[src/rtl/pc_pipeline_chain.sv]
// Fetch PC generator plus a parametrised chain of {PC, valid} stage registers.
// Supports freeze with bubble insertion, branch redirect with flush, retire/squash counters.
module pc_pipeline_chain #(
    parameter int ADDR_W = 32,
    parameter int STAGES = 5,
    parameter int PC_STEP = 4,
    parameter logic [ADDR_W-1:0] RESET_PC = '0,
    parameter int STALL_STAGE = 1,
    parameter int BRANCH_STAGE = 2,
    parameter int COUNT_W = 32
) (
    input  logic                       clk,
    input  logic                       rst,
    input  logic                       freeze,
    input  logic                       Branch_taken,
    input  logic [ADDR_W-1:0]          BranchAddr,
    output logic [ADDR_W-1:0]          pc_fetch,
    output logic [STAGES*ADDR_W-1:0]   stage_pc,
    output logic [STAGES-1:0]          stage_valid,
    output logic [COUNT_W-1:0]         retire_count,
    output logic [COUNT_W-1:0]         squash_count
);

    if (STALL_STAGE < 1 || STALL_STAGE > BRANCH_STAGE ||
        BRANCH_STAGE > STAGES - 2) begin : g_bad_cfg
        $error("pc_pipeline_chain: illegal STALL_STAGE/BRANCH_STAGE/STAGES");
    end

    typedef struct packed {
        logic [ADDR_W-1:0] pc;
        logic              valid;
    } token_t;

    localparam token_t BUBBLE = '0;
    localparam logic [ADDR_W-1:0] STEP = ADDR_W'(PC_STEP);

    logic [ADDR_W-1:0]  pc_q, pc_d;
    token_t             tok_q [STAGES];
    token_t             tok_d [STAGES];
    logic [COUNT_W-1:0] retire_q, retire_d;
    logic [COUNT_W-1:0] squash_q, squash_d;
    logic [COUNT_W:0]   sq_sum;

    always_comb begin
        pc_d = pc_q + STEP;
        tok_d[0] = '{pc: pc_q + STEP, valid: 1'b1};
        for (int k = 1; k < STAGES; k++) begin
            tok_d[k] = tok_q[k-1];
        end
        sq_sum = {1'b0, squash_q};
        if (Branch_taken) begin
            pc_d = BranchAddr;
            for (int k = 0; k <= BRANCH_STAGE; k++) begin
                tok_d[k] = BUBBLE;
            end
            for (int k = 0; k < BRANCH_STAGE; k++) begin
                sq_sum = sq_sum + (COUNT_W+1)'(tok_q[k].valid);
            end
        end else if (freeze) begin
            pc_d = pc_q;
            for (int k = 0; k < STALL_STAGE; k++) begin
                tok_d[k] = tok_q[k];
            end
            tok_d[STALL_STAGE] = BUBBLE;
        end
    end

    // Both counters stick at all-ones instead of wrapping
    always_comb begin
        squash_d = sq_sum[COUNT_W] ? '1 : sq_sum[COUNT_W-1:0];
        retire_d = retire_q;
        if (tok_q[STAGES-1].valid && !(&retire_q)) begin
            retire_d = retire_q + COUNT_W'(1);
        end
    end

    always_ff @(posedge clk or posedge rst) begin
        if (rst) begin
            pc_q     <= RESET_PC;
            retire_q <= '0;
            squash_q <= '0;
            for (int k = 0; k < STAGES; k++) begin
                tok_q[k] <= BUBBLE;
            end
        end else begin
            pc_q     <= pc_d;
            retire_q <= retire_d;
            squash_q <= squash_d;
            for (int k = 0; k < STAGES; k++) begin
                tok_q[k] <= tok_d[k];
            end
        end
    end

    assign pc_fetch     = pc_q;
    assign retire_count = retire_q;
    assign squash_count = squash_q;

    for (genvar g = 0; g < STAGES; g++) begin : g_out
        assign stage_pc[g*ADDR_W +: ADDR_W] = tok_q[g].pc;
        assign stage_valid[g]               = tok_q[g].valid;
    end

endmodule

[config.mk]
export PLATFORM = sky130hd
export DESIGN_NAME = pc_pipeline_chain
export DESIGN_NICKNAME = d
export VERILOG_FILES = /design/src/rtl/pc_pipeline_chain.sv
export SDC_FILE = /design/constraint.sdc
export NUM_CORES = 1
export LEC_CHECK = 0
export BUFFER_PORTS_ARGS = -buffer_cell sky130_fd_sc_hd__buf_2
export CORE_ASPECT_RATIO = 0.5
export CORE_UTILIZATION = 40
export CTS_CLUSTER_DIAMETER = 200
export DETAILED_ROUTE_END_ITERATION = 6
export REMOVE_ABC_BUFFERS = 1
export SYNTH_ARGS = -nofsm -noshare
export SYNTH_HDL_FRONTEND = slang
export SYNTH_SLANG_ARGS = --single-unit
[constraint.sdc]
create_clock -name clk -period 18.34 [get_ports clk]
set_input_delay 2.751 -clock clk [delete_from_list [all_inputs] [get_ports clk]]
set_output_delay 2.751 -clock clk [all_outputs]
set_load 0.01 [all_outputs]
==> results.json <==
{
  "internal-power_w": 0.000927,
  "leakage_dissipation_nw": 6.74,
  "avgRoutedWirePerCell_microns": 17.0,
  "synth-seq-area-share": 0.597,
  "grt_antenna_before_repair": 0,
  "fmaxAchievable_mhz": 238,
  "htree_levels": 1,
  "floorplan.die.height_microns": 119,
  "finClkSkew_ns": 0.0285,
  "critPathMaxFanout": 15,
  "synth-compound-area-share": 0.0572,
  "adder_cell_area_share_of_the_yosys_netlist": 0.00526,
  "yosysTopAreaCellShare": 0.597,
  "floorplan.core_area_sq_um": 26600,
  "post-route-drc-count": 0,
  "ys_dominant_reg_cell": "sky130_fd_sc_hd__dfrtp_1",
  "place_area_sq_um": 12200,
  "start_kind": "input port",
  "power_density_nw_per_um2": 95.4,
  "hp-class": "flip-flop to flip-flop",
  "p_clk_frac": 0.396,
  "synth-seq-cells": 261,
  "postRouteWirelength_microns": 26500,
  "worst_setup_hold_path_clk_slew_ns": 0.06,
  "initial_core_util": 0.410,
  "reg2reg_depth": 7,
  "grt_pass1_wl_microns": 41600,
  "cts_hold_buf": 0,
  "worst_slew_margin_rel": 0.287,
  "edff_count_synth": 0,
  "hold_depth": 0,
  "p_seq_frac": 0.510,
  "postCtsSetupRepairBufs": 0,
  "resize_count_post_cts": 0,
  "flow.area_growth_from_synthesis_pct": 18.8,
  "count_of_nets_left_with_antenna_violations_after_detail_routing": 0,
  "synth_area_per_cell_sq_um": 11.1,
  "grt_max_degree": 134,
  "timing.final.setup_violations": 0,
  "synthXorXnorAreaFrac": 0.0785,
  "first_global_vias": 7521,
  "buffer_ports.inserted": 296,
  "nets": 1235,
  "critical_path_required_ns": 18.76,
  "status": "completed",
  "detailroute.via_count": 7775,
  "synthArstFlopShare": 1.00,
  "vdd_drop_max_mv": 0.0527,
  "floorplan.die.width_microns": 236,
  "worst_skew_pair_later_pin_latency_ns": 0.53,
  "share_comb_of_total_power": 0.094,
  "timing.critical_path.to_type": "flip-flop",
  "drt-vias-per-instance": 4.97,
  "dp_hpwl_microns": 18500,
  "synth.area.mux_share": 0.0152,
  "synth.area.top_cells": "sky130_fd_sc_hd__dfrtp_1 60%, sky130_fd_sc_hd__xnor2_1 5.0%, sky130_fd_sc_hd__buf_4 4.5%",
  "part_of_the_cycle_the_worst_path_needs": 0.230,
  "most_used_standard_cells_in_the_synthesized_netlist": "261 x sky130_fd_sc_hd__dfrtp_1, 79 x sky130_fd_sc_hd__nand2_1, 66 x sky130_fd_sc_hd__buf_4",
  "syn_area_sq_um": 10900,
  "post_route_cells_drive_above_1_share": 0.294,
  "crit_type": "input port to flip-flop",
  "rows": 42,
  "root_driver": "sky130_fd_sc_hd__clkbuf_16",
  "post_synth_and_or_nand_nor_area_fraction": 0.175,
  "grt_setup_unrepaired": "false",
  "fin_tns_setup_ns": 0,
  "synth.most_common_cell": "sky130_fd_sc_hd__dfrtp_1",
  "die_area_sq_um": 28000,
  "cap_violations": 0,
  "synth_top_area_cell": "sky130_fd_sc_hd__dfrtp_1",
  "clock_sinks": 261,
  "report.final.slew_viol_count": 0,
  "power.share.switching": 0.252,
  "post-route-min-period_ns": 4.21,
  "global_route.usage.total": 0.185,
  "diodes": 0,
  "post-route-util": 0.487,
  "post_synth_inst_count": 983,
  "globalRoute.totalOverflow": 0,
  "synth_top_family_by_area": "simple AND/OR/NAND/NOR gates",
  "drt_first_pass_iters": 4,
  "drt_first_iter_violations": 393,
  "design_area_sq_um": 13000,
  "worst_ep_arrival_time_ns": 4.63,
  "power.net_switching_w": 0.000312,
  "number_of_placed_i_o_pins": 297,
  "timing_hold_violations_final": 0,
  "clock_path_buffers": 3,
  "final_wtd_congestion": 0.850,
  "cts_tree": "built",
  "worst-slew-pin-transition_ns": 1.07,
  "yosysUniqueCellTypes": 50,
  "tritoncts.num_buffers": 23,
  "synth-warning-count": 0
}
-- through the flow --
step / cells / hold slack, ns / worst slack [ns] / total power (W)
floorplan: 869 / 0.416 / 8.41 / 0.000699
global placement: 1522 / 0.350 / 13.62 / 0.000759
detailed placement: 1522 / 0.355 / 13.57 / 0.000761
CTS: 1564 / 0.367 / 14.14 / 0.00126
global route: 1564 / 0.373 / 13.98 / 0.00130
finish: 1564 / 0.366 / 14.13 / 0.00124
-- cell type report --
cell class                      count  area, sq um
Clock buffer                       35          701
Clock inverter                      7         66.3
Fill cell                        2483        13700
Sequential cell                   261         6530
Tap cell                          352          440
Multi-Input combinational cell    583         3620
Timing Repair Buffer              301         1520
Inverter                           25          101
-- worst max-delay path: stages --
cell and delay, ns:
sky130_fd_sc_hd__buf_4 0.13, sky130_fd_sc_hd__and3_1 0.28, sky130_fd_sc_hd__nand4_1 0.30, sky130_fd_sc_hd__nor3_2 0.47, sky130_fd_sc_hd__nand2_1 0.47, sky130_fd_sc_hd__o21ai_0 0.21
-- cells by family after synthesis --
family	count (synthesis)
xor+xnor	98
fa+ha+maj	4
buf+inv	139
simple gates	355
compound gates	110
flops	261
mux	16
-- metal layers --
metal,global-route usage,routed length (microns),up-vias,part of all wire
met4,0.0453,586,0,0.022
met3,0.0345,841,32,0.032
met2,0.324,13800,135,0.52
li1,-,-,3692,-
met1,0.238,11300,3916,0.43
met5,0,0,-,0
-- power groups by stage --
stage,sequential [W],clock (W),combinational [W]
5_1_grt,0.000635,0.000533,0.000130
4_1_cts,0.000631,0.000508,0.000120
2_1_floorplan,0.000649,0,0.0000505
3_5_place_dp,0.000642,0,0.000119
6_report,0.000631,0.000491,0.000117
3_3_place_gp,0.000641,0,0.000118
-- state kept, by name, summed over array words and instances, names as in the netlist --
name / cells
stage_pc: 160
pc_fetch: 32
retire_count: 32
squash_count: 32
stage_valid: 5
-- worst paths after layout --
| check | endpoint | slack [ns] | from |
|---|---|---|---|
| setup / recovery | squash_count[2]$_DFFE_PP0P_ | 14.13 | Branch_taken |
| hold / removal | stage_pc[154]$_DFF_PP0_ | 0.37 | stage_pc[122]$_DFF_PP0_ |
| setup reg to reg | squash_count[2]$_DFFE_PP0P_ | 15.70 | stage_valid[1]$_DFF_PP0_ |
| hold reg to reg | stage_pc[154]$_DFF_PP0_ | 0.37 | stage_pc[122]$_DFF_PP0_ |
| max in group asynchronous | stage_pc[24]$_DFFE_PP0N_ | 14.43 | rst |
| min in group asynchronous | retire_count[29]$_DFFE_PP0P_ | 2.41 | rst |
-- layout by cell type, fill, tap and decap left out, drive strengths merged, types with 14 or more instances in the layout --
master	instances
nor2b	42
nor2	40
o21ai	36
xnor2	63
nor3	41
and2	23
a21oi	44
nor4	14
nand3	42
buf	301
clkbuf	35
nand4	30
inv	26
and3	20
o21a	17
nand2	79
dfrtp	261
xor2	35
(Power assumes the default switching activity.)
